**src/rtl/lx32_fetch_unit.sv**
```systemverilog
// LX32 fetch stage: PC, one outstanding imem request, single-entry registered buffer toward decode.
// if_* valid one cycle after the imem response; no request is issued while decode stalls a full buffer.
module lx32_fetch_unit #(
    parameter int unsigned      WIDTH    = 32,
    parameter logic [WIDTH-1:0] RESET_PC = '0
) (
    input  logic             clk,
    input  logic             rst,
    input  logic             redirect_valid,
    input  logic [WIDTH-1:0] redirect_pc,
    output logic             imem_req_valid,
    output logic [WIDTH-1:0] imem_req_addr,
    input  logic             imem_req_ready,
    input  logic             imem_rsp_valid,
    input  logic [31:0]      imem_rsp_data,
    output logic             if_valid,
    input  logic             if_ready,
    output logic [WIDTH-1:0] if_pc,
    output logic [31:0]      if_instr
);

    typedef enum logic [1:0] {
        S_REQ  = 2'd0,
        S_WAIT = 2'd1,
        S_DROP = 2'd2
    } state_t;

    state_t           state_q;
    state_t           state_d;
    logic [WIDTH-1:0] pc_q;
    logic [WIDTH-1:0] req_pc_q;
    logic [WIDTH-1:0] redirect_tgt;
    logic             can_issue;
    logic             req_fire;
    logic             rsp_keep;
    logic             unused_redirect_lsbs;

    assign redirect_tgt         = {redirect_pc[WIDTH-1:2], 2'b00};
    assign unused_redirect_lsbs = ^redirect_pc[1:0];

    // The buffer is always empty by the time a response lands, because a
    // request only goes out when the buffer is empty or draining this cycle.
    assign can_issue      = !if_valid || if_ready;
    assign imem_req_valid = (state_q == S_REQ) && can_issue && !redirect_valid && !rst;
    assign imem_req_addr  = pc_q;
    assign req_fire       = imem_req_valid && imem_req_ready;
    assign rsp_keep       = (state_q == S_WAIT) && imem_rsp_valid && !redirect_valid;

    always_comb begin
        state_d = state_q;
        case (state_q)
            S_REQ: begin
                if (req_fire) begin
                    state_d = S_WAIT;
                end
            end
            S_WAIT: begin
                if (imem_rsp_valid) begin
                    state_d = S_REQ;
                end else if (redirect_valid) begin
                    state_d = S_DROP;
                end
            end
            S_DROP: begin
                if (imem_rsp_valid) begin
                    state_d = S_REQ;
                end
            end
            default: state_d = S_REQ;
        endcase
    end

    always_ff @(posedge clk) begin
        if (rst) begin
            state_q  <= S_REQ;
            pc_q     <= RESET_PC;
            req_pc_q <= '0;
            if_valid <= 1'b0;
            if_pc    <= '0;
            if_instr <= '0;
        end else begin
            state_q <= state_d;

            if (redirect_valid) begin
                pc_q <= redirect_tgt;
            end else if (req_fire) begin
                pc_q <= pc_q + WIDTH'(4);
            end

            if (req_fire) begin
                req_pc_q <= pc_q;
            end

            // A redirect squashes the buffer even if decode takes it this cycle.
            if (redirect_valid) begin
                if_valid <= 1'b0;
            end else if (rsp_keep) begin
                if_valid <= 1'b1;
                if_pc    <= req_pc_q;
                if_instr <= imem_rsp_data;
            end else if (if_valid && if_ready) begin
                if_valid <= 1'b0;
            end
        end
    end

endmodule

```
**config.mk**
```make
export PLATFORM = sky130hd
export DESIGN_NAME = lx32_fetch_unit
export DESIGN_NICKNAME = d
export VERILOG_FILES = /design/src/rtl/lx32_fetch_unit.sv
export SDC_FILE = /design/constraint.sdc
export NUM_CORES = 1
export LEC_CHECK = 0
export ABC_AREA = 1
export BUFFER_PORTS_ARGS = -buffer_cell sky130_fd_sc_hd__buf_4
export CORE_ASPECT_RATIO = 0.5
export CORE_UTILIZATION = 35
export DETAILED_ROUTE_END_ITERATION = 10
export SLEW_MARGIN = 20
export SYNTH_ARGS = -nofsm -noshare
export SYNTH_HDL_FRONTEND = slang
export SYNTH_SLANG_ARGS = --single-unit
```
**constraint.sdc**
```tcl
create_clock -name clk -period 1.3 [get_ports clk]
set_input_delay 0.195 -clock clk [delete_from_list [all_inputs] [get_ports clk]]
set_output_delay 0.195 -clock clk [all_outputs]
set_load 0.03 [all_outputs]
```
==> impl_metrics.toml <==
[pwr]
ir_drop_uv = 1010
p_per_area_mw_per_mm2 = 1080
leakage_nw = 4.46

[sta]
layout_min_cycle_time_ps = 1500
slew_viol_final = 0
skew_ps = 8.75
fmax_ghz = 0.667
rsz0062_at_grt = "true"
fin_ws_ps = -200
finalCritPeriodShare_pct = 115
worst_pin_slew_ps = 545
hold_viol = 0
setup_violations = 124
slew_headroom_pct = 63.6

[synth]
synthCells = 803
synth_top_cell_by_area = "dfxtp_1"
syn-cell-area_mm2 = 0.00552
synth_seq_cells = 125
synth_top_cell_area_share_pct = 45.3
synthTopCellsByArea = "dfxtp_1 45%, nor2_1 14%, nand2_1 9.1%"
ys.warnings.count = 0
synth.avg_cell_area_um2 = 6.87
ys_seq_area_share_pct = 45.3
ys_types = 31

[global_routing]
grt_pass1_wl_um = 30200
antenna_found_initial = 0
grt_use_total_pct = 23.9
grt_max_degree = 51
grt_pass1_vias = 5779
overflow = 0

[routing]
drtPass1Iterations = 8
viasPerCell = 4.84
wire_per_inst_um = 15.7
postRouteAntennaNets = 0
drt-total-wl_um = 20300
dr_total_vias = 6285
drc_errors = 15
dr.first_iter.drc_count = 313

[worst_hold_path]
min-delay-start = "imem_rsp_data[0]"
hp-class = "in2reg"
worstHoldPathCells = 3
hold_end = "if_instr[0]$_SDFFE_PP0P_"

[floorplanning]
rows = 32
dieArea_mm2 = 0.0163
die_h_um = 90.8
start_util_pct = 35.8
die_w_um = 180
io_pins = 168
coreArea_mm2 = 0.0154

[clock_network]
cts_buffer_depth = 2
h-tree-depth = 4
clk_pin_slew_ps = 60
cts.sinks = 125
cts_tree = "yes"
insertion_delay_ps = 410
cts_buffers = 17
cts_root_buffer = "clkbuf_16"

[critical_path]
worst-path-max-fanout = 2
r2r_slack_ps = -180
r2r_cells = 11
crit_path_start_kind = "flip-flop"
end_kind = "output pin"
critPathRequiredTime_ps = 1110
cp.arrival_ps = 1310
rr_startpoint = "state_q[0]$_SDFFE_PP0P_"
reg2reg_to = "imem_req_addr[31]$_SDFFE_PP0P_"
crit_type = "reg2out"

[final_layout]
finalNonFillerCells = 1298
final_common_cell = "buf_4"
nets = 1153
most-common-layout-cells = "224 x buf_4, 155 x nor2_1, 129 x nand2_1"
nFillCells = 1351
diodes = 0
final_area_mm2 = 0.00967
drive_above_1_share_pct = 41.9
area_growth_pct = 75.2

[placement]
placed_cells = 1208
dp_hpwl_um = 12200
place_ws_ps = -206
port_buffers = 161
placed_area_mm2 = 0.00760
gp_congestion = 0.842

[status]
status = "finished with violations"
violations = "design-rule violations, negative setup slack"

[flow_run]
cap_violations = 0
-- what timing repair did --
item                       4_1_cts  5_1_grt
pin swaps                       36       50
hold endpoints to repair        16        5
buffers inserted                11        9
setup endpoints to repair      123      132
resized for setup               99      119
cloned                          11        9
hold buffers                    16        5
-- where the power goes --
part / internal, mW / switching, mW
logic: 0.697 / 0.791
clock network: 3.00 / 1.86
registers: 3.96 / 0.112
-- layout make-up --
type	count	area (um^2)	area share, %
Timing Repair inverter	1	8.76	0.0906
Clock inverter	11	133	1.37
Inverter	68	283	2.92
Timing Repair Buffer	300	2910	30.0
Sequential cell	125	2570	26.6
Multi-Input combinational cell	569	3050	31.5
Clock buffer	20	468	4.84
Tap cell	204	255	2.64
-- synthesized netlist by cell type (all sizes together) --
library cell	n
a31oi	2
conb	1
nand4	4
nand3b	1
nand3	59
a22oi	4
o211ai	1
dfxtp	125
a21oi	30
clkbuf	23
xor2	5
o21ai	87
ha	1
a21boi	1
o21bai	2
inv	68
nand2	137
a211oi	9
nor2	214
nor3	4
buf	21
xnor2	2
and2	2
-- registers in the layout (all words and copies together) (netlist names) --
signal and flops:
req_pc_q 30, if_valid 1, if_instr 32, state_q 2, imem_req_addr 30, if_pc 30
-- layer usage --
layer / part of all wire (%) / track usage (%)
met5: 0 / 0
met4: 1.1 / 6.54
met3: 5.8 / 5.28
met2: 44 / 37.1
met1: 49 / 33.2
-- cells by family (layout without fill, tap and decap cells) --
logic type                 Yosys count  after routing  synth area share (%)
and+or+nand+nor                    421            421                  31.6
DFF                                125            125                  45.3
buffers and inverters              112            400                  8.57
other                                1              4                0.0679
xor gates and xnor gates             7              7                  1.11
adders and majority gates            1              1                 0.227
AOI/OAI and AO/OA                  136            136                  13.1
-- critical path, stage by stage, from the launching register on --
cell and delay, ps:
dfxtp_2 330, buf_6 120, nor2_4 100, nand2_1 60
nor2_1 110, buf_4 170
-- how the worst max path moves through the flow --
stage / cells after the start / start / to / slack, ps
after global placement: 8 / state_q[0]$_SDFFE_PP0P_ / imem_req_addr[17]$_SDFFE_PP0P_ / -160
after floorplan: 10 / imem_req_addr[2]$_SDFFE_PP0P_ / imem_req_addr[28]$_SDFFE_PP0P_ / -110
after detailed placement: 8 / state_q[0]$_SDFFE_PP0P_ / imem_req_addr[17]$_SDFFE_PP0P_ / -210
after global routing: 10 / state_q[0]$_SDFFE_PP0P_ / imem_req_addr[28]$_SDFFE_PP0P_ / -250
final: 5 / state_q[0]$_SDFFE_PP0P_ / imem_req_valid / -200
after CTS: 5 / state_q[0]$_SDFFE_PP0P_ / imem_req_valid / -180
-- per-stage QoR --
step	util, %	total power [mW]	hold slack (ps)	TNS, ps
CTS	58.8	10.3	2.11	-13870
global route	62.7	10.8	12.9	-20560
detailed placement	49.3	5.34	422	-12990
global placement	49.3	5.33	417	-6280
finish	62.7	10.4	8.77	-11590
floorplan	-	4.74	330	-797
Note: power is estimated with default switching activity, not from simulation.
